[src/rtl/mem_stage_lsu_if.sv]
// Data-memory request/response bus between the MEM-stage LSU and the data memory.
interface mem_stage_lsu_if #(
  parameter int unsigned ADDR_W = 32
);
  logic              dmem_req;
  logic              dmem_we;
  logic [ADDR_W-1:0] dmem_addr;
  logic [31:0]       dmem_wdata;
  logic [3:0]        dmem_be;
  logic              dmem_gnt;
  logic              dmem_rvalid;
  logic [31:0]       dmem_rdata;

  modport master (
    output dmem_req, dmem_we, dmem_addr, dmem_wdata, dmem_be,
    input  dmem_gnt, dmem_rvalid, dmem_rdata
  );

  modport slave (
    input  dmem_req, dmem_we, dmem_addr, dmem_wdata, dmem_be,
    output dmem_gnt, dmem_rvalid, dmem_rdata
  );
endinterface

[src/rtl/mem_stage_lsu.sv]
// MEM-stage load/store unit: issues data-memory transactions, formats load
// data for MEM/WB and stalls the pipeline until each access completes.
module mem_stage_lsu #(
  parameter int unsigned ADDR_W = 32
) (
  input  logic              clk,
  input  logic              reset,
  input  logic              memread_MEM,
  input  logic              memwrite_MEM,
  input  logic [2:0]        funct3_MEM,
  input  logic [ADDR_W-1:0] addr_MEM,
  input  logic [31:0]       store_data_MEM,
  output logic [31:0]       mem_data_MEM,
  output logic              stall_MEM,
  output logic              fault_MEM,
  mem_stage_lsu_if.master   bus
);

  typedef enum logic [1:0] {IDLE, REQ, WAIT_DATA, DONE} state_t;

  state_t      state;
  logic [1:0]  off;
  logic        illegal;
  logic        misaligned;
  logic        access;
  logic [3:0]  be_c;
  logic [31:0] wdata_c;
  logic [7:0]  lane_byte;
  logic [15:0] lane_half;
  logic [31:0] load_fmt;

  assign off = addr_MEM[1:0];

  // Width/alignment legality; stores have no unsigned variants.
  always_comb begin
    illegal    = 1'b0;
    misaligned = 1'b0;
    case (funct3_MEM)
      3'd0: illegal = 1'b0;
      3'd1: misaligned = addr_MEM[0];
      3'd2: misaligned = |addr_MEM[1:0];
      3'd4: illegal = memwrite_MEM;
      3'd5: begin
        illegal    = memwrite_MEM;
        misaligned = addr_MEM[0];
      end
      default: illegal = 1'b1;
    endcase
  end

  assign fault_MEM = (memread_MEM | memwrite_MEM) & (illegal | misaligned);
  assign access    = (memread_MEM | memwrite_MEM) & ~fault_MEM;
  assign stall_MEM = ((state == IDLE) & access) | (state == REQ) | (state == WAIT_DATA);

  // Store lane steering: data replicated across lanes, enables select the target bytes.
  always_comb begin
    be_c    = 4'b1111;
    wdata_c = store_data_MEM;
    case (funct3_MEM[1:0])
      2'd0: begin
        be_c    = 4'(4'b0001 << off);
        wdata_c = {4{store_data_MEM[7:0]}};
      end
      2'd1: begin
        be_c    = 4'(4'b0011 << off);
        wdata_c = {2{store_data_MEM[15:0]}};
      end
      default: begin
        be_c    = 4'b1111;
        wdata_c = store_data_MEM;
      end
    endcase
  end

  // Load formatting from the returned word.
  always_comb begin
    lane_byte = 8'(bus.dmem_rdata >> {off, 3'b000});
    lane_half = addr_MEM[1] ? bus.dmem_rdata[31:16] : bus.dmem_rdata[15:0];
    case (funct3_MEM)
      3'd0:    load_fmt = {{24{lane_byte[7]}}, lane_byte};
      3'd4:    load_fmt = {24'h000000, lane_byte};
      3'd1:    load_fmt = {{16{lane_half[15]}}, lane_half};
      3'd5:    load_fmt = {16'h0000, lane_half};
      default: load_fmt = bus.dmem_rdata;
    endcase
  end

  // Transaction FSM; bus outputs are captured on entry to REQ and held until grant.
  always_ff @(posedge clk or posedge reset) begin
    if (reset) begin
      state          <= IDLE;
      mem_data_MEM   <= 32'h0;
      bus.dmem_req   <= 1'b0;
      bus.dmem_we    <= 1'b0;
      bus.dmem_addr  <= '0;
      bus.dmem_wdata <= 32'h0;
      bus.dmem_be    <= 4'h0;
    end else begin
      case (state)
        IDLE: begin
          if (access) begin
            state          <= REQ;
            bus.dmem_req   <= 1'b1;
            bus.dmem_we    <= memwrite_MEM;
            bus.dmem_addr  <= {addr_MEM[ADDR_W-1:2], 2'b00};
            bus.dmem_wdata <= wdata_c;
            bus.dmem_be    <= memwrite_MEM ? be_c : 4'h0;
          end
        end
        REQ: begin
          if (bus.dmem_gnt) begin
            bus.dmem_req <= 1'b0;
            state        <= bus.dmem_we ? DONE : WAIT_DATA;
          end
        end
        WAIT_DATA: begin
          if (bus.dmem_rvalid) begin
            mem_data_MEM <= load_fmt;
            state        <= DONE;
          end
        end
        DONE:    state <= IDLE;
        default: state <= IDLE;
      endcase
    end
  end

endmodule

[src/flat_wrapper.sv]
// flat-port wrapper written by rule: the top's interface ports become plain ports
module mem_stage_lsu_flat 
#(
  parameter int unsigned ADDR_W = 32
)
  (clk, reset, memread_MEM, memwrite_MEM, funct3_MEM, addr_MEM, store_data_MEM, mem_data_MEM, stall_MEM, fault_MEM, bus_dmem_req, bus_dmem_we, bus_dmem_addr, bus_dmem_wdata, bus_dmem_be, bus_dmem_gnt, bus_dmem_rvalid, bus_dmem_rdata);
  mem_stage_lsu_if #(.ADDR_W(ADDR_W)) bus_i ();
  input  logic clk;
  input  logic reset;
  input  logic memread_MEM;
  input  logic memwrite_MEM;
  input  logic [2:0] funct3_MEM;
  input  logic [ADDR_W-1:0] addr_MEM;
  input  logic [31:0] store_data_MEM;
  output logic [31:0] mem_data_MEM;
  output logic stall_MEM;
  output logic fault_MEM;
  output wire logic [$bits(bus_i.dmem_req)-1:0] bus_dmem_req;
  output wire logic [$bits(bus_i.dmem_we)-1:0] bus_dmem_we;
  output wire logic [$bits(bus_i.dmem_addr)-1:0] bus_dmem_addr;
  output wire logic [$bits(bus_i.dmem_wdata)-1:0] bus_dmem_wdata;
  output wire logic [$bits(bus_i.dmem_be)-1:0] bus_dmem_be;
  input wire logic [$bits(bus_i.dmem_gnt)-1:0] bus_dmem_gnt;
  input wire logic [$bits(bus_i.dmem_rvalid)-1:0] bus_dmem_rvalid;
  input wire logic [$bits(bus_i.dmem_rdata)-1:0] bus_dmem_rdata;
  assign bus_dmem_req = bus_i.dmem_req;
  assign bus_dmem_we = bus_i.dmem_we;
  assign bus_dmem_addr = bus_i.dmem_addr;
  assign bus_dmem_wdata = bus_i.dmem_wdata;
  assign bus_dmem_be = bus_i.dmem_be;
  assign bus_i.dmem_gnt = bus_dmem_gnt;
  assign bus_i.dmem_rvalid = bus_dmem_rvalid;
  assign bus_i.dmem_rdata = bus_dmem_rdata;
  mem_stage_lsu #(.ADDR_W(ADDR_W)) u_core (.clk(clk), .reset(reset), .memread_MEM(memread_MEM), .memwrite_MEM(memwrite_MEM), .funct3_MEM(funct3_MEM), .addr_MEM(addr_MEM), .store_data_MEM(store_data_MEM), .mem_data_MEM(mem_data_MEM), .stall_MEM(stall_MEM), .fault_MEM(fault_MEM), .bus(bus_i));
endmodule
[config.mk]
export PLATFORM = sky130hd
export DESIGN_NAME = mem_stage_lsu_flat
export DESIGN_NICKNAME = d
export VERILOG_FILES = /design/src/rtl/mem_stage_lsu_if.sv /design/src/rtl/mem_stage_lsu.sv /design/src/flat_wrapper.sv
export SDC_FILE = /design/constraint.sdc
export NUM_CORES = 1
export LEC_CHECK = 0
export ABC_AREA = 1
export BUFFER_PORTS_ARGS = -buffer_cell sky130_fd_sc_hd__buf_2
export CAP_MARGIN = 20
export CORE_MARGIN = 2
export CORE_UTILIZATION = 40
export CTS_CLUSTER_DIAMETER = 80
export DETAILED_ROUTE_END_ITERATION = 16
export PLACE_DENSITY = 0.77
export SKIP_LAST_GASP = 1
export SLEW_MARGIN = 20
export SYNTH_ARGS = -nofsm -noshare
export SYNTH_HDL_FRONTEND = slang
export SYNTH_SLANG_ARGS = --single-unit
export TNS_END_PERCENT = 10
[constraint.sdc]
create_clock -name clk -period 3.3 [get_ports clk]
set_input_delay 0 -clock clk [delete_from_list [all_inputs] [get_ports clk]]
set_output_delay 0 -clock clk [all_outputs]
set_load 0.02 [all_outputs]
==> results by group, run 1 <==
GRT
  – First-pass GRT wire length: 24.1 mm
  – Pin count of the biggest net entering global routing: 85
  – Initial antenna violation count: 0
  – All-Layer GR Usage: 0.226
  – Number of global-route vias before repair: approximately 5,000
  – Global route total overflow: 0

Route
  – DRC: 0
  – 1st-iter DRT viols: 379
  – 1st-pass router iterations: 5
  – Post-DRT Antenna Nets: 0
  – DRT Wirelength: 15.8 mm
  – WL/cell: between 10 and 15 um
  – Drt via density: 4.84
  – Vias after detailed routing: 5,322

Die
  – DIE AREA: 0.0136 mm^2
  – Placeable Area: 0.0125 mm^2
  – Die Ht: ~120 um
  – Die X: 117 um
  – Initial Util: 0.407
  – Io pins: 209
  – FP Rows: 41

Worst setup path
  – Setup CP Type: flop to flop
  – Setup crit start: u_core.state[0]
  – Critical Path AT: 2.44 ns
  – Worst-path cell chain: inv_1 -> ha_1 -> nand2_1 -> buf_4 -> inv_1 -> or2_2 -> nand2_1 -> inv_1
  – Reg-to-Reg Start: u_core.state[0]
  – Critical Path RT: approximately 3.5 ns
  – Worst setup EP type: flop
  – CP peak stage delay: roughly 0.44 ns
  – CP Launch Type: flop
  – Worst Path Max Fanout: 39
  – Worst R2R Setup Slack: 1.10 ns
  – Slowest-stage cell, CP: inv_1
  – Crit path top cell by count: inv_1

Logic synthesis
  – Cells after synthesis: 671
  – Yosys reg bits: slightly above 100
  – Number of distinct library cells after synthesis: 28
  – Syn_area_per_cell: 7.59 um^2
  – Post-synthesis cell area: around 0.0051 mm^2
  – YS warnings: 0
  – Register area share after synthesis: 0.501

CTS
  – Number of post-CTS setup repair buffers: 0
  – Clock Sinks: 102
  – Max Root-Sink Buffers: 2
  – H-tree levels: 3
  – CTS tree: built
  – Cts bufs inserted: 9
  – Clk slew on worst S/H paths: 0.07 ns
  – Clock root buffer: clkbuf_16
  – Clock latency on the worst-skew pair: 0.34 ns
  – Hold_buf cts: 65
  – # resized after CTS: 0

Timing
  – Slew Limit Headroom: 0.385
  – Hold WS: about 0.011 ns
  – Worst-margin pin slew: around 0.92 ns
  – Tmin final: 2.20 ns
  – Setup Viol. Count Final: 0
  – RSZ-0062 raised after global routing: no
  – Period Utilization, post-route: 0.666
  – Final Max Slew Viols: 0
  – Setup WS post-layout: 1.10 ns
  – Final Hold Fails: 0
  – Worst Skew: 0.00780 ns
  – Max Fclk: 455 MHz
  – Setup TNS: 0 ns

Min path
  – Worst hold path type: primary input to flop
  – Hold Crit Start: store_data_MEM[12]

Placed design
  – Post-DP HPWL: about 10 mm
  – Place WS: 1.12 ns
  – Port-buffer cells: 206
  – GP Congestion: 0.820
  – Area after DPL: roughly 0.0062 mm^2

Job
  – Max-Cap Viols: 0

Status
  – Status: finished, final reports clean

Cells and area
  – Most frequent cells in the layout: 272 x nand2_1, 206 x buf_2, 102 x dfrtp_1
  – Final Cell Area: 0.00717 mm^2
  – Fraction of layout cells with a size suffix above 1: 0.271
  – Area growth from synthesis to layout: 40.8%
  – Nets@finish: 1,030
  – Most common cell after layout, fill and taps aside: nand2_1

Pwr
  – VDD IR-drop max: between 0.0004 and 0.0005 V
  – Power Density: just over 800 mW/mm^2
  – Leakage power: about 4 nW
-- area by class of cell --
class / count / area (um^2)
Antenna cell: 1 / 2.50
Multi-Input combinational cell: 465 / 2090
Inverter: 65 / 246
Sequential cell: 102 / 2550
Clock buffer: 10 / 239
Timing Repair Buffer: 278 / 1730
Clock inverter: 6 / 91.3
Tap cell: 172 / 215
Fill cell: 1161 / 5350
-- cell families after synthesis --
family | count (synthesis) | synth area share
other | 1 | 0.000737
AO/OA/AOI/OAI | 121 | 0.122
adder cells (fa/ha/maj) | 4 | 0.00983
AND/OR/NAND/NOR | 338 | 0.276
buffers and inverters | 105 | 0.0899
flip-flops | 102 | 0.501
-- critical path: cells and delay by family, from the launching register on --
kind,cells,cell delay (ns)
flops,1,0.39
fa+ha+maj,1,0.22
buf+inv,4,0.92
simple gates,3,0.53
-- metrics by stage --
step | cells | total power [mW] | utilization
4_1_cts | 1098 | 5.98 | 0.573
2_1_floorplan | 672 | 3.82 | -
5_1_grt | 1098 | 6.38 | 0.573
3_5_place_dp | 1017 | 4.73 | 0.494
6_report | 1099 | 5.96 | 0.573
3_3_place_gp | 1017 | 4.68 | 0.494
-- metal layers --
layer  global-route usage  routed length [um]  up-vias  share of wire
li1                     -                   -     2612              -
met1                0.277                6510     2466           0.41
met2                0.379                7690      213           0.49
met3               0.0602                1260       31          0.079
met4               0.0957                 391        0          0.025
met5                    0                   0        -              0
-- power breakdown --
group	switching, mW	leakage [nW]	internal, mW
clock	0.472	0.163	0.691
sequential	0.314	1.25	1.84
combinational	1.74	2.57	0.908
total	2.52	3.98	3.44
-- path summary, 6_finish.rpt --
| check | to | cells after the start |
|---|---|---|
| hold / removal | u_core.bus.dmem_wdata[12] | 3 |
| hold reg to reg | u_core.bus.dmem_addr[5] | 2 |
| min in group asynchronous | u_core.bus.dmem_addr[11] | 3 |
| max in group asynchronous | u_core.bus.dmem_wdata[20] | 4 |
| setup reg to reg | u_core.mem_data_MEM[15] | 8 |
| setup / recovery | u_core.mem_data_MEM[15] | 8 |
-- registers in the layout, indices dropped and copies added, names as in the netlist --
name / flops
u_core.bus.dmem_wdata: 32
u_core.bus.dmem_we: 1
u_core.bus.dmem_addr: 30
u_core.bus.dmem_be: 4
u_core.bus.dmem_req: 1
u_core.state: 2
u_core.mem_data_MEM: 32
-- synthesized netlist by cell type --
cell type	n	area, um^2
o22ai_1	7	43.8
a31oi_1	1	6.26
inv_1	62	233
nor2_1	18	67.6
nand3_1	19	95.1
a21oi_1	48	240
o21ai_1	16	80.1
or2_1	1	6.26
nor3_1	7	35.0
nor2_4	1	11.3
inv_2	3	11.3
nand3_2	11	110
nand2_1	272	1020
nor2_2	2	12.5
dfrtp_1	102	2550
buf_4	6	45.0
buf_6	3	33.8
o21ai_0	46	230
or2_2	3	18.8
nand3b_1	1	7.51
clkbuf_1	13	48.8
ha_1	4	50.1
buf_1	3	11.3
o21a_1	1	7.51
buf_2	15	75.1
o211ai_1	2	15.0
conb_1	1	3.75
nand4_1	3	18.8
Power figures use the tool's default switching activity.
==> inputs of run 2 (changes only) <==
--- a/config.mk
+++ b/config.mk
@@ -12,7 +12,7 @@
 export CORE_UTILIZATION = 40
 export CTS_CLUSTER_DIAMETER = 80
 export DETAILED_ROUTE_END_ITERATION = 16
-export PLACE_DENSITY = 0.77
+export PLACE_DENSITY = 0.8
 export SKIP_LAST_GASP = 1
 export SLEW_MARGIN = 20
 export SYNTH_ARGS = -nofsm -noshare
==> constraint.sdc (replaced) <==
create_clock -name clk -period 1.92 [get_ports clk]
set_input_delay 0 -clock clk [delete_from_list [all_inputs] [get_ports clk]]
set_output_delay 0 -clock clk [all_outputs]
set_load 0.02 [all_outputs]
==> run 2 against run 1 <==
Global-route usage up 0.35 points. Setup slack worse by 0.88 ns. Sequential power up 72%. Combinational power is 75% higher. Via count is 0.60% higher. Clock-buffer cell count is 1 lower. Register-to-register slack lost 0.88 ns. Critical path type unchanged. Largest cell class unchanged.
==> results by group, run 2 (synthesis results as in run 1) <==
Status
  – Status: finished, final reports clean

Pwr
  – Leakage power: 4.05 nW
  – VDD IR-drop max: 0.000617 V
  – Pwr Total: roughly 10 mW
  – Power Density: 1410 mW/mm^2

Timing
  – Final Hold Fails: 0
  – Final Max Slew Viols: 0
  – Setup TNS: 0 ns
  – Max Fclk: 590 MHz
  – Setup Viol. Count Final: 0
  – Worst-margin pin slew: 0.740 ns
  – Tmin final: 1.69 ns
  – Setup WS post-layout: 0.225 ns
  – Period Utilization, post-route: 0.883
  – Worst Skew: 0.00964 ns
  – Slew Limit Headroom: 0.507
  – RSZ-0062 raised after global routing: no

CTS
  – Clock Sinks: approximately 100
  – Cts bufs inserted: 9
  – Number of post-CTS setup repair buffers: 0
  – Clock latency on the worst-skew pair: 0.35 ns
  – Max Root-Sink Buffers: 2
  – CTS tree: built
  – Clk slew on worst S/H paths: 0.07 ns
  – Clock root buffer: clkbuf_16
  – H-tree levels: 3

GRT
  – Global route total overflow: 0
  – First-pass GRT wire length: 24.5 mm
  – Number of global-route vias before repair: 5,086
  – Initial antenna violation count: 0
  – Pin count of the biggest net entering global routing: 103
  – All-Layer GR Usage: 0.230

Worst setup path
  – Critical Path AT: 1.95 ns
  – Worst setup EP type: flop
  – Setup CP Type: flop to flop
  – Reg-to-Reg Start: u_core.state[0]
  – Critical Path RT: roughly 2.2 ns
  – Worst setup endpoint: u_core.bus.dmem_wdata[3]
  – CP Launch Type: flop
  – Worst Path Max Fanout: 75
  – Worst R2R Setup Slack: 0.23 ns
  – Setup crit start: u_core.state[0]
  – R2R depth: 5
  – RR Endpoint: u_core.bus.dmem_wdata[3]

Route
  – DRC: 0
  – 1st-iter DRT viols: ~550
  – Drt via density: 4.82
  – Post-DRT Antenna Nets: 0
  – Vias after detailed routing: 5,354
  – 1st-pass router iterations: 5
  – DRT Wirelength: 15.8 mm
  – WL/cell: roughly 14 um

Cells and area
  – Number of diodes: 0
  – Most frequent cells in the layout: 272 x nand2_1, 206 x buf_2, 102 x dfrtp_1
  – Fraction of layout cells with a size suffix above 1: 0.274
  – Most common cell after layout, fill and taps aside: nand2_1
  – Final Util: 0.585
  – FILL cells: ~1,100
  – Top Registers: u_core.bus.dmem_wdata x32, u_core.mem_data_MEM x32, u_core.bus.dmem_addr x30
  – Nets@finish: around 1,000
  – Area occupied by multi-input gates: about 0.0021 mm^2
  – Area growth from synthesis to layout: 43.9%
  – Sequential Area: ~0.0026 mm^2

Placed design
  – GP Congestion: 0.842
  – Port-buffer cells: about 200
  – Post-DP HPWL: 10.0 mm
  – Place WS: about 0.28 ns

Die
  – Die Ht: between 100 and 150 um
  – FP Rows: 41
  – Placeable Area: between 0.01 and 0.015 mm^2
  – Io pins: between 200 and 250
  – Initial Util: 0.407
  – DIE AREA: ~0.014 mm^2
  – Die X: 117 um

Job
  – Max-Cap Viols: 0

Min path
  – Worst hold path type: primary input to flop
[run 2: how the worst min path moves through the flow]
stage	from	endpoint	cells after the start
2_1_floorplan	addr_MEM[10]	u_core.bus.dmem_addr[10]	2
3_3_place_gp	addr_MEM[10]	u_core.bus.dmem_addr[10]	3
3_5_place_dp	reset	u_core.bus.dmem_wdata[4]	3
4_1_cts	bus_dmem_rdata[20]	u_core.mem_data_MEM[20]	5
5_1_grt	bus_dmem_rdata[7]	u_core.mem_data_MEM[7]	3
6_report	store_data_MEM[29]	u_core.bus.dmem_wdata[29]	3
[run 2: repair_timing]
item / 4_1_cts / 5_1_grt
gates resized for setup: 0 / 0
hold buffers: 71 / 0
hold endpoints to repair: 171 / 0
[run 2: power by group]
part           internal, mW  switching, mW  total (mW)  leakage [nW]
logic                  1.62           3.01        4.63          2.64
registers              3.16          0.538        3.69          1.25
clock network          1.16          0.857        2.02         0.162
[run 2: critical path, cell delays in order, from the launching register on]
cell and delay [ns]:
dfrtp_1 0.41, inv_1 0.14, ha_1 0.22, nand3_2 0.24
buf_12 0.28, o21ai_0 0.25
[run 2: final cells by class]
cell class                      count  share of cell area
Clock buffer                        9              0.0307
Inverter                           65              0.0338
Multi-Input combinational cell    465               0.285
Sequential cell                   102               0.348
Timing Repair Buffer              290               0.258
Clock inverter                      7              0.0145
Tap cell                          172              0.0294
[run 2: per-layer routing]
metal / track usage / vias up / share of wire
met3: 0.0613 / 40 / 0.080
met1: 0.286 / 2461 / 0.41
met4: 0.101 / 0 / 0.030
li1: - / 2622 / -
met2: 0.377 / 231 / 0.48
met5: 0 / - / 0
[run 2: through the flow]
step	area [um^2]	instances	hold slack [ns]
final	7330	1110	0.00389
after global routing	7330	1110	0.0145
after CTS	7330	1110	0.000176
after detailed placement	6280	1023	0.196
after global placement	6280	1023	0.192
after floorplan	5100	672	0.110
